[src/rtl/block_scroller_pkg.sv]
// Shared definitions for the falling-block engine and the score display blocks.
package block_scroller_pkg;

    typedef enum logic [1:0] {
        ST_IDLE  = 2'd0,
        ST_RUN   = 2'd1,
        ST_PAUSE = 2'd2,
        ST_DONE  = 2'd3
    } state_t;

    localparam int unsigned     CNT_W   = 10;
    localparam logic [CNT_W-1:0] CNT_MAX = 10'd1023;

    // Add an increment to a counter and clamp at CNT_MAX instead of wrapping.
    function automatic logic [CNT_W-1:0] sat_add(input logic [CNT_W-1:0] a,
                                                 input logic [CNT_W-1:0] b);
        logic [CNT_W:0] sum;
        sum = {1'b0, a} + {1'b0, b};
        if (sum > {1'b0, CNT_MAX}) begin
            sat_add = CNT_MAX;
        end else begin
            sat_add = sum[CNT_W-1:0];
        end
    endfunction

endpackage

[src/rtl/block_scroller_lane_popcount.sv]
// Counts the set bits of a lane word; used for hit, wrong-press and miss tallies.
module lane_popcount #(
    parameter int unsigned LANES = 8
) (
    input  logic [LANES-1:0]            bits,
    output logic [$clog2(LANES+1)-1:0]  count
);

    // Ripple sum of the individual lane bits.
    always_comb begin
        count = '0;
        for (int unsigned i = 0; i < LANES; i++) begin
            count = count + ($clog2(LANES+1))'(bits[i]);
        end
    end

endmodule

[src/rtl/block_scroller.sv]
// Falling-block engine: spawns lane patterns into a block grid, scrolls it one
// row per beat tick and judges key presses against the bottom (hit) row.
module block_scroller
    import block_scroller_pkg::*;
#(
    parameter int unsigned LANES    = 8,
    parameter int unsigned ROWS     = 16,
    parameter int unsigned TICK_DIV = 10_000_000,
    parameter int unsigned SONG_LEN = 128
) (
    input  logic                   clk,
    input  logic                   rst,
    input  logic                   start,
    input  logic                   pause,
    input  logic [LANES-1:0]       key,
    input  logic [LANES-1:0]       v_enb,
    output logic [6:0]             addr,
    output logic [LANES*ROWS-1:0]  grid,
    output logic [CNT_W-1:0]       score,
    output logic [CNT_W-1:0]       miss_cnt,
    output logic [CNT_W-1:0]       wrong_cnt,
    output logic                   hit_pulse,
    output logic                   miss_pulse,
    output logic                   done
);

    localparam int unsigned       GW        = LANES * ROWS;
    localparam int unsigned       BOT       = (ROWS - 1) * LANES;
    localparam int unsigned       PC_W      = $clog2(LANES + 1);
    localparam int unsigned       TICK_W    = (TICK_DIV > 1) ? $clog2(TICK_DIV) : 1;
    localparam logic [TICK_W-1:0] TICK_LAST = TICK_W'(TICK_DIV - 1);
    localparam logic [7:0]        SONG_END  = 8'(SONG_LEN);

    state_t             state_q, state_d;
    logic [TICK_W-1:0]  tick_q, tick_d;
    logic [7:0]         note_q, note_d;
    logic [GW-1:0]      grid_q, grid_d;
    logic [CNT_W-1:0]   score_q, score_d;
    logic [CNT_W-1:0]   miss_q, miss_d;
    logic [CNT_W-1:0]   wrong_q, wrong_d;
    logic [LANES-1:0]   key_prev_q, key_prev_d;
    logic               hit_pulse_q, hit_pulse_d;
    logic               miss_pulse_q, miss_pulse_d;

    logic               clear;
    logic               active;
    logic               step;
    logic               note_lt;
    logic [LANES-1:0]   key_rise;
    logic [LANES-1:0]   hit_row;
    logic [LANES-1:0]   hits;
    logic [LANES-1:0]   wrongs;
    logic [LANES-1:0]   bottom_after;
    logic [LANES-1:0]   row0_in;
    logic [GW-1:0]      grid_hc;
    logic [PC_W-1:0]    hit_n;
    logic [PC_W-1:0]    wrong_n;
    logic [PC_W-1:0]    miss_n;

    lane_popcount #(.LANES(LANES)) u_hit_pc   (.bits(hits),         .count(hit_n));
    lane_popcount #(.LANES(LANES)) u_wrong_pc (.bits(wrongs),       .count(wrong_n));
    lane_popcount #(.LANES(LANES)) u_miss_pc  (.bits(bottom_after), .count(miss_n));

    // Game-state sequencing; a start pulse from IDLE or DONE launches a fresh game.
    always_comb begin
        state_d = state_q;
        clear   = 1'b0;
        case (state_q)
            ST_IDLE, ST_DONE: begin
                if (start) begin
                    state_d = ST_RUN;
                    clear   = 1'b1;
                end
            end
            ST_RUN: begin
                if (note_q == SONG_END && grid_q == '0) begin
                    state_d = ST_DONE;
                end else if (pause) begin
                    state_d = ST_PAUSE;
                end
            end
            ST_PAUSE: begin
                if (!pause) begin
                    state_d = ST_RUN;
                end
            end
            default: state_d = ST_IDLE;
        endcase
    end

    // Key-edge judging against the hit row; hits are removed before the miss count.
    always_comb begin
        active       = (state_q == ST_RUN) && !pause;
        step         = active && (tick_q == TICK_LAST);
        note_lt      = (note_q < SONG_END);
        key_rise     = key & ~key_prev_q;
        hit_row      = grid_q[BOT +: LANES];
        hits         = active ? (key_rise & hit_row)  : '0;
        wrongs       = active ? (key_rise & ~hit_row) : '0;
        bottom_after = hit_row & ~hits;
        row0_in      = note_lt ? v_enb : '0;
        grid_hc      = grid_q;
        grid_hc[BOT +: LANES] = bottom_after;
    end

    // Next-state datapath: scroll on step, accumulate saturating counters.
    always_comb begin
        tick_d       = tick_q;
        note_d       = note_q;
        grid_d       = grid_q;
        score_d      = score_q;
        miss_d       = miss_q;
        wrong_d      = wrong_q;
        key_prev_d   = key;
        hit_pulse_d  = 1'b0;
        miss_pulse_d = 1'b0;
        if (clear) begin
            tick_d  = '0;
            note_d  = '0;
            grid_d  = '0;
            score_d = '0;
            miss_d  = '0;
            wrong_d = '0;
        end else if (active) begin
            grid_d      = grid_hc;
            score_d     = sat_add(score_q, CNT_W'(hit_n));
            wrong_d     = sat_add(wrong_q, CNT_W'(wrong_n));
            hit_pulse_d = (hit_n != '0);
            if (step) begin
                tick_d       = '0;
                grid_d       = {grid_hc[GW-LANES-1:0], row0_in};
                note_d       = note_lt ? note_q + 8'd1 : note_q;
                miss_d       = sat_add(miss_q, CNT_W'(miss_n));
                miss_pulse_d = (miss_n != '0);
            end else begin
                tick_d = tick_q + 1'b1;
            end
        end
    end

    // State and datapath registers with synchronous reset.
    always_ff @(posedge clk) begin
        if (rst) begin
            state_q      <= ST_IDLE;
            tick_q       <= '0;
            note_q       <= '0;
            grid_q       <= '0;
            score_q      <= '0;
            miss_q       <= '0;
            wrong_q      <= '0;
            key_prev_q   <= '0;
            hit_pulse_q  <= 1'b0;
            miss_pulse_q <= 1'b0;
        end else begin
            state_q      <= state_d;
            tick_q       <= tick_d;
            note_q       <= note_d;
            grid_q       <= grid_d;
            score_q      <= score_d;
            miss_q       <= miss_d;
            wrong_q      <= wrong_d;
            key_prev_q   <= key_prev_d;
            hit_pulse_q  <= hit_pulse_d;
            miss_pulse_q <= miss_pulse_d;
        end
    end

    assign addr       = note_q[6:0];
    assign grid       = grid_q;
    assign score      = score_q;
    assign miss_cnt   = miss_q;
    assign wrong_cnt  = wrong_q;
    assign hit_pulse  = hit_pulse_q;
    assign miss_pulse = miss_pulse_q;
    assign done       = (state_q == ST_DONE);

endmodule

[config.mk]
export PLATFORM = sky130hd
export DESIGN_NAME = block_scroller
export DESIGN_NICKNAME = d
export VERILOG_FILES = /design/src/rtl/block_scroller_pkg.sv /design/src/rtl/block_scroller_lane_popcount.sv /design/src/rtl/block_scroller.sv
export SDC_FILE = /design/constraint.sdc
export NUM_CORES = 1
export LEC_CHECK = 0
export ABC_AREA = 1
export BUFFER_PORTS_ARGS = -buffer_cell sky130_fd_sc_hd__buf_4
export CAP_MARGIN = 10
export CORE_MARGIN = 10
export CORE_UTILIZATION = 55
export DETAILED_ROUTE_END_ITERATION = 12
export PLACE_DENSITY = 0.8
export SLEW_MARGIN = 20
export SYNTH_ARGS = -nofsm -noshare
export SYNTH_HDL_FRONTEND = slang
export SYNTH_SLANG_ARGS = --single-unit
[constraint.sdc]
create_clock -name clk -period 6 [get_ports clk]
set_input_delay 0.9 -clock clk [delete_from_list [all_inputs] [get_ports clk]]
set_output_delay 0.9 -clock clk [all_outputs]
set_load 0.05 [all_outputs]
==> results of run 1 <==
worst max-delay path: stages (launching register included):
cell     delay (ns)
dfxtp_1        0.37
inv_1          0.06
ha_1           0.22
inv_2          0.08
nor2_4         0.04
buf_4          0.23
nand2_1        0.09
inv_1          0.06
nor2_1         0.15
inv_1          0.08
fa_1           0.58
fa_1           0.44
fa_1           0.42
fa_1           0.40
xnor2_1        0.16
ha_1           0.35
a21oi_1        0.08
o21ai_0        0.28
nand2_1        0.13
nor3b_1        0.48
nand2_1        0.26
a31oi_1        0.22
cells by family (layout without fill, tap and decap cells):
group / after synthesis / count (layout) / share of synthesized area [%]
compound gates: 223 / 223 / 14.6
fa+ha+maj: 42 / 42 / 6.96
simple gates: 431 / 431 / 20.2
flops: 202 / 202 / 44.1
xor+xnor: 20 / 20 / 1.91
buf+inv: 274 / 459 / 12.2
where the power goes:
part | switching [uW] | internal [uW] | total [uW]
Combinational | 151 | 56.2 | 207
Clock | 526 | 726 | 1250
Sequential | 9.42 | 1350 | 1360
Total | 686 | 2130 | 2820
worst max-delay path by stage:
| stage | slack [ns] | endpoint | cells past startpoint |
|---|---|---|---|
| after CTS | 0.72 | miss_cnt[5] | 21 |
| after global placement | 0.62 | score[3] | 20 |
| after detailed placement | 0.40 | miss_cnt[5] | 19 |
| final | 0.72 | miss_cnt[4] | 21 |
| after global routing | 0.35 | miss_cnt[4] | 21 |
| after floorplan | 0.71 | score[0] | 20 |
area by class of cell:
| cell class | instances | area (sq um) |
|---|---|---|
| clock buffer | 31 | 626 |
| fill | 1371 | 5150 |
| multi-input combinational | 716 | 4010 |
| tap | 220 | 275 |
| inverter | 227 | 853 |
| timing repair buffer | 193 | 1460 |
| sequential | 202 | 4040 |
| clock inverter | 8 | 42.5 |
layer usage:
metal,vias up,track usage (%)
li1,4208,-
met1,3978,25.7
met2,323,37.9
met3,46,8.37
met4,0,7.70
met5,-,0
layout by cell type (no fill, tap or decap), types with 9 or more instances in the layout:
cell / instances
nand2_1: 171
xnor2_1: 10
buf_4: 192
nand4_1: 22
o22ai_2: 9
clkbuf_16: 23
nor4_1: 9
ha_1: 27
o21ai_0: 45
a21oi_1: 53
inv_1: 221
nor3_1: 18
nor2_1: 147
nand3_1: 47
o22ai_1: 94
xor2_1: 10
fa_1: 15
dfxtp_1: 202
flip-flops by register name, indices dropped and copies added, names as in the netlist, 2 cells and up:
| signal | flops |
|---|---|
| grid | 128 |
| key_prev_q | 8 |
| miss_cnt | 10 |
| note_q | 8 |
| score | 10 |
| state_q | 2 |
| tick_q | 24 |
| wrong_cnt | 10 |
through the flow:
stage	power, uW	setup WS (ns)	instance area, sq um	utilization, %
2_1_floorplan	1540	0.715	9170	-
3_3_place_gp	1590	0.616	10600	64.7
3_5_place_dp	1600	0.402	10600	64.7
4_1_cts	2840	0.717	11300	68.7
5_1_grt	2930	0.350	11300	68.7
6_report	2820	0.722	11300	68.7
synth_stat cells, types with 13 or more instances:
| cell type | n |
|---|---|
| o21ai_0 | 45 |
| nor3_1 | 18 |
| nor2_1 | 147 |
| nand3_1 | 47 |
| nand2_1 | 171 |
| clkbuf_1 | 13 |
| nand4_1 | 22 |
| o22ai_1 | 94 |
| ha_1 | 27 |
| dfxtp_1 | 202 |
| inv_1 | 221 |
| buf_4 | 15 |
| buf_2 | 16 |
| fa_1 | 15 |
| a21oi_1 | 54 |
==> metrics.md, run 1 <==
| Metric | Value |
|---|---|
| Status | finished, final reports clean |
| Wire length on met3 | 2760 um |
| Clock Path Buffers | 3 |
| Worst reg-to-reg path cell count | 21 |
| FF-to-FF Start | state_q[1] |
| Hold buffers post-CTS | 0 |
| Max-slew violations | 0 |
| RSZ-0062 raised after global routing | false |
| Vias | 8555 |
| Share of the yosys chip area belonging to registers | 44.1% |
| Die Y | 149 um |
| Post-route insts no fill | 1597 |
| Hold_sp | grid[6] |
| Top Metal Used | met4 |
| CTS Buf Count | 22 |
| Critical path class | flop to flop |
| Syn Area/Cell | 7.69 sq um |
| Cells after Synth | 1192 |
| Final setup viols | 0 |
| Fin Clk Skew | 0.0154 ns |
| # diodes | 0 |
| Distinct cells, synth | 42 |
| Largest net degree at the start of global routing | 94 |
| Flop-to-flop setup slack | 0.72 ns |
| Dpl cells | 1558 |
| Synth area leader | dfxtp_1 |
| Final hold slack | 0.484 ns |
| Layout cells sized above 1 | 18.2% |
| CP required | 6.42 ns |
| Initial Utilization | 55.7% |
| Clock Sinks | 202 |
| Max-cap violation count | 0 |
| Residual DRC | 0 |
| First-pass GRT wire length | 41700 um |
| Htree depth | 1 |
| Drt pass-1 iters | 6 |
| Die W | 149 um |
| Routability cong. | 0.937 |
| Syn nets | 1254 |
| Total GRT Usage | 22.5% |
| CP Launch Point | state_q[1] |
| Max Clk Rate | 189 MHz |
| Metal-1 WL | 9980 um |
| Most area-consuming cells after synthesis | dfxtp_1 44%, inv_1 9.0%, nand2_1 7.0%, o22ai_1 6.4%, nor2_1 6.0% |
| Core area | 16500 sq um |
| Setup TNS | 0 ns |
| WHS Endpoint | grid[6] |
| Prevailing post-synth register cell | dfxtp_1 |
| Yosys reg bits | 202 |
| Warnings from Yosys | 0 |
| Min-delay worst type | flop to flop |
| Final Hold Fails | 0 |
| Crit share post-route | 88.0% |
| Clk pin slew, worst setup/hold paths | 0.06 ns |
| Hold Path Depth | 2 |
| Die ar. | 22200 sq um |
| DRT antenna net count | 0 |
| Top Ports | 188 |
| Crit Path Max Fanout | 32 |
| Crit Reg-Reg Endpoint | miss_cnt[4] |
| CP startpoint kind | flop |
| Final net count | 1424 |
| Relative max-transition margin | 34.1% |
| Met2 Routed Length | 12100 um |
| WL/cell | 16.0 um |
| CP Capture Type | flop |
| Tmin final | 5.28 ns |
| Layout area overhead | 23.4% |
| Pleak | 0.00487 uW |
| Number of flops mapped to enable cells by yosys | 0 |
| Yosys top cell area share | 44.1% |
| Buffer count from post-CTS setup fixing | 0 |
| CTS-repair resized insts | 0 |
| Port Buffers | 187 |
| PD cells | 249 nW/um^2 |
| Rows | 47 |
| Post-Syn Area | 9170 sq um |
| GR Overflow Total | 0 |
| Post-synth ARST share | 0% |
| WP data arrival | 5.70 ns |
| DR vias/cell | 5.36 |
| Post-DP HPWL | 19000 um |
| Slew at the pin closest to its max-slew limit | 0.989 ns |
| VDD IR max | 0.190 mV |
| Initial antenna violation count | 0 |
| WL final | 25500 um |
| Clk root buf | clkbuf_16 |
| Clock Latency Late Sink | 0.50 ns |
| Vias in the first global route | 8549 |
| CTS tree | yes |
| Iter 0 DRT Violations | 425 |
Power figures use the tool's default switching activity.
==> run 2: changes to the inputs <==
--- a/config.mk
+++ b/config.mk
@@ -8,10 +8,11 @@
 export ABC_AREA = 1
 export BUFFER_PORTS_ARGS = -buffer_cell sky130_fd_sc_hd__buf_4
 export CAP_MARGIN = 10
+export CORE_ASPECT_RATIO = 0.9
 export CORE_MARGIN = 10
-export CORE_UTILIZATION = 55
+export CORE_UTILIZATION = 46
 export DETAILED_ROUTE_END_ITERATION = 12
-export PLACE_DENSITY = 0.8
+export PLACE_DENSITY = 0.69
 export SLEW_MARGIN = 20
 export SYNTH_ARGS = -nofsm -noshare
 export SYNTH_HDL_FRONTEND = slang
==> run 2 against run 1 <==
Compared with the run above:
- hold slack got worse by 0.0049 ns
- largest cell class unchanged
- clock-buffer cell count up 1
- die area is 17% higher
- cell area grew 1.1%
- flip-flop and latch count did not move
- critical path depth stayed put
- clock power grew 11%
- final cell count increased by 1.9%
- global-route usage down 4.0 points
==> metrics.md, run 2 (same netlist as run 1, synthesis figures left out) <==
| Metric | Value |
|---|---|
| GR Overflow Total | 0 (unchanged) |
| First-pass GRT wire length | 40800 um (was 41700 um) |
| WL final | 25200 um (was 25500 um) |
| VDD IR max | 0.187 mV (was 0.190 mV) |
| Clk pin slew, worst setup/hold paths | 0.06 ns (about the same) |
| Layout area overhead | 24.8% (was 23.4%) |
| Part of the power in registers | 46.0% (was 48.3%) |
| Placed inst area | 10700 sq um (was 10600 sq um) |
| Die Y | 154 um (was 149 um) |
| Max-cap violation count | 0 (unchanged) |
| Status | finished, final reports clean (unchanged) |
| Final Cell Area | 11400 sq um (was 11300 sq um) |
| Die W | 169 um (was 149 um) |
| Vias | 8298 (was 8555) |
| PD cells | 259 nW/um^2 (was 249 nW/um^2) |
| Total GRT Usage | 18.4% (was 22.5%) |
| Clock Sinks | 202 (unchanged) |
| Layout fillers | 1791 (was 1371) |
| Clock Path Buffers | 3 (unchanged) |
| CTS Buf Count | 22 (unchanged) |
| Largest net degree at the start of global routing | 77 (was 94) |
| Clk root buf | clkbuf_16 (unchanged) |
| Tmin final | 5.18 ns (was 5.28 ns) |
| RSZ-0062 raised after global routing | false (unchanged) |
| Vias in the first global route | 7943 (was 8549) |
| Final net count | 1424 (unchanged) |
| Routability cong. | 0.863 (was 0.937) |
| DRT antenna net count | 0 (unchanged) |
| Rows | 48 (was 47) |
| Iter 0 DRT Violations | 567 (was 425) |
| Gate power share | 6.9% (was 7.3%) |
| Critical path class | flop to flop (unchanged) |
| Slew at the pin closest to its max-slew limit | 0.837 ns (was 0.989 ns) |
| Final setup viols | 0 (unchanged) |
| Max reg flops | 128 (unchanged) |
| CP startpoint kind | flop (unchanged) |
| # diodes | 0 (unchanged) |
| Crit Path Max Fanout | 31 (was 32) |
| WP data arrival | 5.60 ns (was 5.70 ns) |
| Pleak | 0.00491 uW (was 0.00487 uW) |
| Residual DRC | 0 (unchanged) |
| Top Ports | 188 (unchanged) |
| Met2 Routed Length | 11600 um (was 12100 um) |
| Die ar. | 26000 sq um (was 22200 sq um) |
| Layout cells sized above 1 | 18.3% (was 18.2%) |
| DR vias/cell | 5.10 (was 5.36) |
| P_int | 2260 uW (was 2130 uW) |
| Buffer count from post-CTS setup fixing | 0 (unchanged) |
| Core area | 19400 sq um (was 16500 sq um) |
| Sw frac | 23.8% (was 24.3%) |
| Min-delay worst type | flop to flop (unchanged) |
| CP Capture Type | flop (unchanged) |
| Hold buffers post-CTS | 0 (unchanged) |
| Wire length on met3 | 1870 um (was 2760 um) |
| Max-slew violations | 0 (unchanged) |
| Final Hold Fails | 0 (unchanged) |
| Clk pwr share | 47.1% (was 44.4%) |
| Initial antenna violation count | 0 (unchanged) |
| Relative max-transition margin | 44.2% (was 34.1%) |
| Crit share post-route | 86.3% (was 88.0%) |
| WL/cell | 15.5 um (was 16.0 um) |
| Drt pass-1 iters | 5 (was 6) |
| Metal-1 WL | 11300 um (was 9980 um) |
| CTS-repair resized insts | 0 (unchanged) |
| CP required | 6.42 ns (about the same) |
| Max Clk Rate | 193 MHz (was 189 MHz) |
| Port Buffers | 187 (unchanged) |
| Most common cell after layout, fill and taps aside | inv_1 (unchanged) |
| CTS tree | yes (unchanged) |
| Most frequent cells in the layout | 221 x inv_1, 202 x dfxtp_1, 192 x buf_4 (unchanged) |
| Post-DP HPWL | 18700 um (was 19000 um) |
| Initial Utilization | 47.3% (was 55.7%) |
| Setup TNS | 0 ns (unchanged) |
| Fin Clk Skew | 0.0136 ns (was 0.0154 ns) |
| Htree depth | 1 (unchanged) |
| Top Metal Used | met4 (unchanged) |
| Switch Pwr | 704 uW (was 686 uW) |
| Clock Latency Late Sink | 0.50 ns (about the same) |
[run 2: changes by cell type in the layout (fill, tap and decap cells not counted)]
cell / change
bufinv_16: +2
clkinvlp_4: +1
clkbuf_1: -2
clkbuf_8: +3
clkinv_4: +1
clkinv_2: -5
[run 2: power groups by stage]
stage / clock network [uW] / logic, uW / registers [uW]
finish: 1390 / 204 / 1360
global route: 1470 / 227 / 1360
CTS: 1420 / 204 / 1360
detailed placement: 0 / 203 / 1390
global placement: 0 / 202 / 1390
floorplan: 0 / 133 / 1410
[run 2: per-layer routing]
layer | track usage [%] | vias to the layer above
met5 | 0 | -
met4 | 4.97 | 0
met3 | 4.38 | 33
met2 | 29.3 | 258
met1 | 24.4 | 3804
li1 | - | 4203
[run 2: metrics by stage]
| step | power [uW] | hold slack (ns) | cells | util [%] | worst slack [ns] |
|---|---|---|---|---|---|
| 4_1_cts | 2990 | 0.484 | 1627 | 59.0 | 0.861 |
| 3_5_place_dp | 1600 | 0.473 | 1588 | 55.1 | 0.558 |
| 3_3_place_gp | 1590 | 0.469 | 1588 | 55.1 | 0.577 |
| 5_1_grt | 3060 | 0.519 | 1627 | 59.0 | 0.468 |
| 6_report | 2960 | 0.479 | 1627 | 59.0 | 0.823 |
| 2_1_floorplan | 1540 | 0.466 | 1192 | - | 0.715 |
[run 2: path summary, 6_finish.rpt]
check	startpoint	endpoint	depth (start not counted)	slack, ns
max	state_q[1]	miss_cnt[4]	21	0.82
max reg2reg	state_q[1]	miss_cnt[4]	21	0.82
min	miss_cnt[8]	miss_cnt[8]	2	0.48
min reg2reg	miss_cnt[8]	miss_cnt[8]	2	0.48
[run 2: layout make-up]
cell class / count / area [sq um] / area share (%)
flip-flops and latches: 202 / 4040 / 35.4
multi-input cells: 716 / 4010 / 35.1
well taps: 250 / 313 / 2.73
clock buffers: 32 / 659 / 5.76
inverters: 227 / 853 / 7.46
clock inverters: 7 / 93.8 / 0.820
repair buffers: 193 / 1460 / 12.8
[run 2: critical path, cell delays in order (launching register included)]
cell and delay, ns:
dfxtp_1 0.39, inv_1 0.06, ha_1 0.22, inv_2 0.08, nor2_4 0.04, buf_4 0.22, nand2_1 0.09, inv_1 0.06
nor2_1 0.14, inv_1 0.08, fa_1 0.57, fa_1 0.43, fa_1 0.41, fa_1 0.39, xnor2_1 0.17, ha_1 0.37
a21oi_1 0.08, o21ai_0 0.27, nand2_1 0.14, nor3b_1 0.43, nand2_1 0.23, a31oi_1 0.22
